<file path="src/rtl/risc_pkg.sv">
// Shared RISC-V core types: register-file geometry and the writeback payload.
package risc_pkg;

  localparam int unsigned XLEN       = 32;
  localparam int unsigned NREGS      = 32;
  localparam int unsigned REG_ADDR_W = 5;

  typedef struct packed {
    logic [REG_ADDR_W-1:0] rd;
    logic [XLEN-1:0]       data;
  } wb_entry_t;

endpackage

</file>
<file path="src/rtl/risc_wb_fifo.sv">
// In-order FIFO of writeback entries. The head is read straight from the
// storage array, with no bypass, so an entry pushed into an empty FIFO
// appears at the head one cycle later.
module risc_wb_fifo
  import risc_pkg::*;
#(
  parameter int unsigned DEPTH = 4
) (
  input  logic      clk,
  input  logic      rst_n,
  input  logic      push,
  input  wb_entry_t din,
  input  logic      pop,
  output wb_entry_t head,
  output logic      full,
  output logic      empty
);

  localparam int unsigned PTR_W = $clog2(DEPTH);
  localparam int unsigned CNT_W = PTR_W + 1;

  wb_entry_t        mem [DEPTH];
  logic [PTR_W-1:0] wr_ptr;
  logic [PTR_W-1:0] rd_ptr;
  logic [CNT_W-1:0] count;
  logic             do_push;
  logic             do_pop;

  always_comb begin
    full    = (count == CNT_W'(DEPTH));
    empty   = (count == '0);
    do_push = push && !full;
    do_pop  = pop && !empty;
    head    = mem[rd_ptr];
  end

  // Pointers wrap naturally modulo DEPTH; push and pop together hold count.
  always_ff @(posedge clk or negedge rst_n) begin
    if (!rst_n) begin
      wr_ptr <= '0;
      rd_ptr <= '0;
      count  <= '0;
    end else begin
      if (do_push) wr_ptr <= wr_ptr + PTR_W'(1);
      if (do_pop)  rd_ptr <= rd_ptr + PTR_W'(1);
      case ({do_push, do_pop})
        2'b10:   count <= count + CNT_W'(1);
        2'b01:   count <= count - CNT_W'(1);
        default: count <= count;
      endcase
    end
  end

  always_ff @(posedge clk) begin
    if (do_push) mem[wr_ptr] <= din;
  end

endmodule

</file>
<file path="src/rtl/risc_writeback_unit.sv">
// Register-file writeback: arbitrates the load and ALU results into a FIFO,
// retires one write per cycle and tracks pending destinations for decode.
module risc_writeback_unit
  import risc_pkg::*;
#(
  parameter int unsigned DEPTH = 4
) (
  input  logic                  clk,
  input  logic                  rset_lg,
  input  logic                  alu_valid,
  output logic                  alu_ready,
  input  logic [REG_ADDR_W-1:0] alu_rd,
  input  logic [XLEN-1:0]       alu_data,
  input  logic                  ld_valid,
  output logic                  ld_ready,
  input  logic [REG_ADDR_W-1:0] ld_rd,
  input  logic [XLEN-1:0]       ld_data,
  input  logic                  rsv_en,
  input  logic [REG_ADDR_W-1:0] rsv_rd,
  output logic                  WE,
  output logic [REG_ADDR_W-1:0] addr3,
  output logic [XLEN-1:0]       WD,
  output logic [NREGS-1:0]      pend_vec,
  output logic                  full,
  output logic                  empty,
  output logic [XLEN-1:0]       wb_count
);

  wb_entry_t        push_entry;
  wb_entry_t        head;
  logic             push;
  logic             pop;
  logic             ld_hs;
  logic             alu_hs;
  logic [NREGS-1:0] pend_q;
  logic [NREGS-1:0] pend_next;

  risc_wb_fifo #(.DEPTH(DEPTH)) u_fifo (
    .clk   (clk),
    .rst_n (rset_lg),
    .push  (push),
    .din   (push_entry),
    .pop   (pop),
    .head  (head),
    .full  (full),
    .empty (empty)
  );

  // Load has priority; writes to x0 complete the handshake but are dropped.
  always_comb begin
    ld_ready   = !full;
    alu_ready  = !full && !ld_valid;
    ld_hs      = ld_valid && ld_ready;
    alu_hs     = alu_valid && alu_ready;
    push       = (ld_hs && (ld_rd != '0)) || (alu_hs && (alu_rd != '0));
    push_entry = ld_hs ? '{rd: ld_rd, data: ld_data} : '{rd: alu_rd, data: alu_data};
  end

  // The register file never stalls, so a non-empty head always retires.
  always_comb begin
    pop   = !empty;
    WE    = !empty;
    addr3 = empty ? '0 : head.rd;
    WD    = empty ? '0 : head.data;
  end

  // A reservation in the retire cycle outranks the clear.
  always_comb begin
    pend_next = pend_q;
    if (pop) pend_next[head.rd] = 1'b0;
    if (rsv_en && (rsv_rd != '0)) pend_next[rsv_rd] = 1'b1;
    pend_next[0] = 1'b0;
  end

  always_ff @(posedge clk or negedge rset_lg) begin
    if (!rset_lg) begin
      pend_q   <= '0;
      wb_count <= '0;
    end else begin
      pend_q <= pend_next;
      if (pop) wb_count <= wb_count + XLEN'(1);
    end
  end

  assign pend_vec = pend_q;

endmodule

</file>
<file path="config.mk">
export PLATFORM = sky130hd
export DESIGN_NAME = risc_writeback_unit
export DESIGN_NICKNAME = d
export VERILOG_FILES = /design/src/rtl/risc_pkg.sv /design/src/rtl/risc_wb_fifo.sv /design/src/rtl/risc_writeback_unit.sv
export SDC_FILE = /design/constraint.sdc
export NUM_CORES = 1
export LEC_CHECK = 0
export ABC_CLOCK_PERIOD_IN_PS = 2500
export CAP_MARGIN = 10
export CORE_MARGIN = 2
export CORE_UTILIZATION = 53
export CTS_BUF_LIST = sky130_fd_sc_hd__clkbuf_8
export DETAILED_ROUTE_END_ITERATION = 16
export PLACE_DENSITY = 0.93
export SKIP_LAST_GASP = 1
export SLEW_MARGIN = 20
export SYNTH_ARGS = -nofsm -noshare
export SYNTH_HDL_FRONTEND = slang
export SYNTH_SLANG_ARGS = --single-unit
export TNS_END_PERCENT = 1
</file>
<file path="constraint.sdc">
create_clock -name clk -period 2.5 [get_ports clk]
set_input_delay 0.5 -clock clk [delete_from_list [all_inputs] [get_ports clk]]
set_output_delay 0.5 -clock clk [all_outputs]
set_load 0.03 [all_outputs]
</file>
# After elaboration in Yosys (flattened, before gate mapping)
# Memories as Yosys holds them, arrays and structs flattened.
# Index checks and enable logic that the tools add are counted.
# word_totals
register_bits,70
ramBits,148
inputBits,84
out_inout_bits,106
wordCells,51
mem_count,1
# classes
addsub,5
order_cmp,4
n_eq_ne,3
mux,12
bitwise,3
reduce_logical,18
# mem_list
memory,depth,word_bits,rd,rd_clocked_by_memory_dff,write_ports,line_no,text
u_fifo.mem,4,37,1,0,1,risc_wb_fifo.sv:22,wb_entry_t mem [DEPTH];
# ops
op,n
$mux W32,3
$mux W37,1
$add A32 B1 Y32 const B,1
$and A32 B32 Y32,1
$not A32 Y32,1
$or A32 B32 Y32,1
$reduce_bool A5 Y1,3
$lt A5 B6 Y1 const B,2
$demux W1 S5,2
$ge A5 B1 Y1 const B,2
$logic_and A1 B1 Y1,9
$pmux W3 S2,1
$mux W5,1
$add A2 B1 Y2 const B,2
$mux W1,4
$add A3 B1 Y3 const B,1
$eq A3 B3 Y1 const B,1
$logic_not A1 Y1,3
$logic_not A3 Y1,1
$sub A3 B1 Y3 const B,1
$eq A2 B1 Y1 const B,1
$eq A2 B2 Y1 const B,1
$reduce_bool A2 Y1,1
$logic_or A1 B1 Y1,1

# Longest topological paths before layout
# An unclocked memory read counts as a cell.
# depth
word_depth,10
depth_mapped,10
mapped_depth_nobuf,9

# By module
# Synthesis repeated with hierarchy kept, for this count alone.
# hier_totals
cells_unflattened,583
area_unflattened_um2,9252.6
# by_module_without_submodules
mod,instances,cells_per_inst,area_per_inst_um2,seq_area_each_um2
risc_wb_fifo,1,230,5755.5,4619.4
risc_writeback_unit,1,353,3497.1,1576.5

# Worst setup path before layout
# No wires, ideal clock.
# synth_timing
kind,input port to flip-flop
from,in ld_rd[1]
to,reg u_fifo.count[2]
setup_time_ns,0.145
arrival_ns,2.444
required_time_ns,2.355
setup_slack_ns,-0.089
stages,10
path_buffers,1
cell_sequence,or4_1 -> o21ai_0 -> o21ai_0 -> clkbuf_1 -> o21ai_0 -> nand2_1 -> fa_1 -> or2_2 -> a21oi_1 -> a221oi_1
# synth_between
elab_chain_cells,6
elab_cells_between_ends,8
cone_classes,eq/ne (2); mux (1); reduce/logical (5)
# synth_lines
element,line_no,text
"start, declared",risc_writeback_unit.sv:16,"input logic [REG_ADDR_W-1:0] ld_rd,"
$reduce_bool A5 Y1 *,risc_writeback_unit.sv:55,push = (ld_hs && (ld_rd != '0)) || (alu_hs && (alu_rd != '0));
$logic_and A1 B1 Y1 *,risc_writeback_unit.sv:55,
$logic_or A1 B1 Y1 *,risc_writeback_unit.sv:55,
$logic_and A1 B1 Y1 *,risc_wb_fifo.sv:32,do_push = push && !full;
$eq A2 B1 Y1 or $eq A2 B2 Y1 (tied branches),risc_wb_fifo.sv:46,"case ({do_push, do_pop})"
$pmux W3 S2 or $reduce_bool A2 Y1 (tied branches),n/a,
"end signal, assigned",risc_wb_fifo.sv:47,2'b10: count <= count + CNT_W'(1);
"end signal, assigned",risc_wb_fifo.sv:48,2'b01: count <= count - CNT_W'(1);
"end signal, assigned",risc_wb_fifo.sv:49,default: count <= count;
"end, declared",risc_wb_fifo.sv:25,logic [CNT_W-1:0] count;
# Mark *: on every way between the ends. The rest lies on a longest branch, timed or not.
# A chain may end at the register's enable or synchronous reset.

# Final worst setup path
# layout_timing
from,reg u_fifo.rd_ptr[0]
to,out addr3[4]
# layout_between
elab_chain_cells,2
# layout_lines
element,line_no,text
"start, declared",risc_wb_fifo.sv:24,logic [PTR_W-1:0] rd_ptr;
"start signal, assigned",risc_wb_fifo.sv:45,if (do_pop) rd_ptr <= rd_ptr + PTR_W'(1);
$mem_v2 Z4 W37,n/a,
$mux W5,risc_writeback_unit.sv:63,addr3 = empty ? '0 : head.rd;
"end, declared",risc_writeback_unit.sv:21,"output logic [REG_ADDR_W-1:0] addr3,"
# No other way between the ends.

==> impl_metrics.ini <==
[placed_design]
pre_cts_slack_ns = -0.4105
port_buffers = 188
hpwlAfterDp_um = 14210
gp_congestion = 0.8490

[floorplanning]
io_pins = 190
coreArea_um2 = 17180
dieArea_um2 = 18570
rows = 48
fp.dieH_um = 136.3
initial_core_util_pct = 53.98
chipWidth_um = 136.3

[critical_path]
reg2reg_to = wb_count[12]$_DFFE_PN0N_
r2r_slack_ns = 0.25
critPathTopFamily = multiplexers
reg2reg_depth = 5
path_buf_inv = 3
slowest_delay_ns = 0.53
r2r-start = u_fifo.count[1]$_DFFE_PN0P_
crit_path_frequent_cell = buf_4
crit_fanout = 4
critPathLaunchType = flop
cp.required_ns = 2.00
cpMaxStageDelayCell = mux4_2
crit_arrival_ns = 2.09
cp-end-kind = output port
worstPathCellList = buf_4 > buf_4 > mux4_2 > and2_1 > buf_4
cp.depth = 5
critPathKind = reg -> out

[clock_network]
insertion_delay_ns = 0.52
cts_root_buf = clkbuf_8
clkSinkCount = 218
cts_tree = done
path_clk_slew_ns = 0.06
cts_buffers = 35
htree_levels = 2
clk_path_buf_depth = 3

[timing]
report.final.setup_viol = 36
timing.hold.ws_ns = 0.4952
clock.fmax_mhz = 385.4
rsz0062_at_grt = yes
hold_viol = 0
slew_violations = 0
layout_setup_ws_ns = -0.09491
slew_headroom_pct = 58.97
skew_ns = 0.02350
fin_crit_sh_pct = 103.8
worst_pin_slew_ns = 0.6154
fin_crit_ns = 2.595

[layout]
syn_to_final_growth_pct = 33.56
final_common_cell = edfxtp_1
drive_above_1_share_pct = 23.66
finalNetCount = 948
diodes = 0
final_cell_mix = edfxtp_1, clkdlybuf4s50_1, nand2_1

[yosys]
synth_top_area_share_pct = 47.93
syn-num-nets = 702
yosysSeqAreaShare_pct = 66.82
avgSynthCellArea_um2 = 15.15
ys_types = 44
synthTopCellsByArea = edfxtp_1, dfrtp_1, mux4_2
syn_inst = 612
syn_area_um2 = 9273
synthFlopType = edfxtp_1
yosysTopAreaCell = edfxtp_1
yosys_warnings = 0
synth-edff-count = 148
ys_ff_latch = 218
synth-async-reset-ratio_pct = 32.11

[global_route]
grt_use_total_pct = 22.54
antenna_found_initial = 0
grt_max_degree = 47
grt.busiest_layer = met2
grt_pass1_vias = 6312
grt_pass1_wl_um = 32120
use_met2_pct = 38.78
grt-ovfl-total = 0
groute.layer.met1.usage_pct = 29.13
grt_util_met3_pct = 3.840

[hold_path]
hold_depth = 1
hp-class = reg -> reg
holdPathEnd = wb_count[16]$_DFFE_PN0N_
hold_start = wb_count[16]$_DFFE_PN0N_

[power_and_ir_drop]
cellPowerDensity_nw_per_um2 = 1249
p_leak_nw = 4.728
max-vdd-ir-drop_mv = 0.8475

[route]
wire_per_inst_um = 18.66
routed-via-count = 6144
drc_errors = 0
via_per_inst = 5.565
wl_um = 20600
ant_nets = 0
drt_iter0_drc = 464
first_pass_iters = 5

[run]
cap_violations = 0

[status]
status = complete, but fails checks
failed_checks = negative setup slack
==> through the flow <==
step                TNS (ns)  power, mW  std cells  utilization [%]  cell area, µm²
detailed placement    -18.10      12.66       1034            67.80           11640
global route          -4.603      16.27       1104            72.10           12380
floorplan                  0      9.678        612                -            9279
global placement      -14.47      12.44       1034            67.80           11640
finish                -1.983      15.47       1104            72.10           12380
CTS                   -4.046      15.35       1095            71.40           12260
==> metal layers <==
metal / vias up / wire length (µm)
met1: 3045 / 8269
met4: 0 / 395
li1: 2764 / -
met3: 32 / 1577
met2: 303 / 10350
met5: - / 0
==> flip-flops by register name, indices dropped and copies added (netlist names) <==
name and count:
pend_vec 31, u_fifo.mem 148, u_fifo.rd_ptr 2, u_fifo.count 3, wb_count 32, u_fifo.wr_ptr 2
==> Yosys cell counts, types with 9 or more instances <==
cell and number:
and2_1 40, mux4_2 35, buf_2 10, nand3_1 12, nand2_1 76, o21ai_0 40
nor2_1 16, mux2_2 38, xnor2_1 28, edfxtp_1 148, and3_1 9, dfrtp_1 70
==> how the worst max path moves through the flow <==
stage                                       from                          end  slack [ns]
finish              u_fifo.rd_ptr[0]$_DFFE_PN0N_                     addr3[4]       -0.09
global route        u_fifo.rd_ptr[0]$_DFFE_PN0N_                     addr3[4]       -0.16
CTS                 u_fifo.rd_ptr[0]$_DFFE_PN0N_                       WD[31]       -0.15
detailed placement                      ld_rd[1]  u_fifo.count[2]$_DFFE_PN0P_       -0.41
global placement                       alu_rd[0]  u_fifo.count[2]$_DFFE_PN0P_       -0.34
floorplan                               ld_rd[1]  u_fifo.count[2]$_DFFE_PN0P_      0.0008
==> where the power goes <==
| group | internal (mW) | total, mW | switching [mW] | leakage, nW |
|---|---|---|---|---|
| combinational | 3.27 | 7.31 | 4.04 | 2.13 |
| sequential | 5.03 | 5.53 | 0.506 | 2.24 |
| clock | 1.35 | 2.63 | 1.27 | 0.362 |
==> layout make-up <==
cell class	instances	area [µm²]
flip-flops and latches	218	6201
fillers	1115	4792
well taps	225	281.5
clock buffers	37	509.2
repair buffers	231	2322
multi-input cells	364	2958
clock inverters	21	82.58
inverters	8	30.03
==> logic make-up (layout without fill, tap and decap cells) <==
kind of cell,after synthesis,after routing,share of synthesized area (%)
other,1,1,0.04044
adder cells (fa/ha/maj),6,6,0.8906
buffers and inverters,30,297,1.390
AO/OA/AOI/OAI,52,52,3.130
multiplexers,77,77,13.55
flip-flops,218,218,66.82
AND/OR/NAND/NOR,194,194,10.97
XOR/XNOR,34,34,3.211
==> timing repair <==
| item | 4_1_cts | 5_1_grt |
|---|---|---|
| hold endpoints to repair | 18 | 0 |
| buffers inserted | 2 | 6 |
| setup endpoints to repair | 39 | 41 |
| cloned | 0 | 3 |
| gates resized for setup | 2 | 4 |
| pin swaps | 0 | 0 |
| hold buffers | 1 | 0 |
Note: power is estimated with default switching activity, not from simulation.
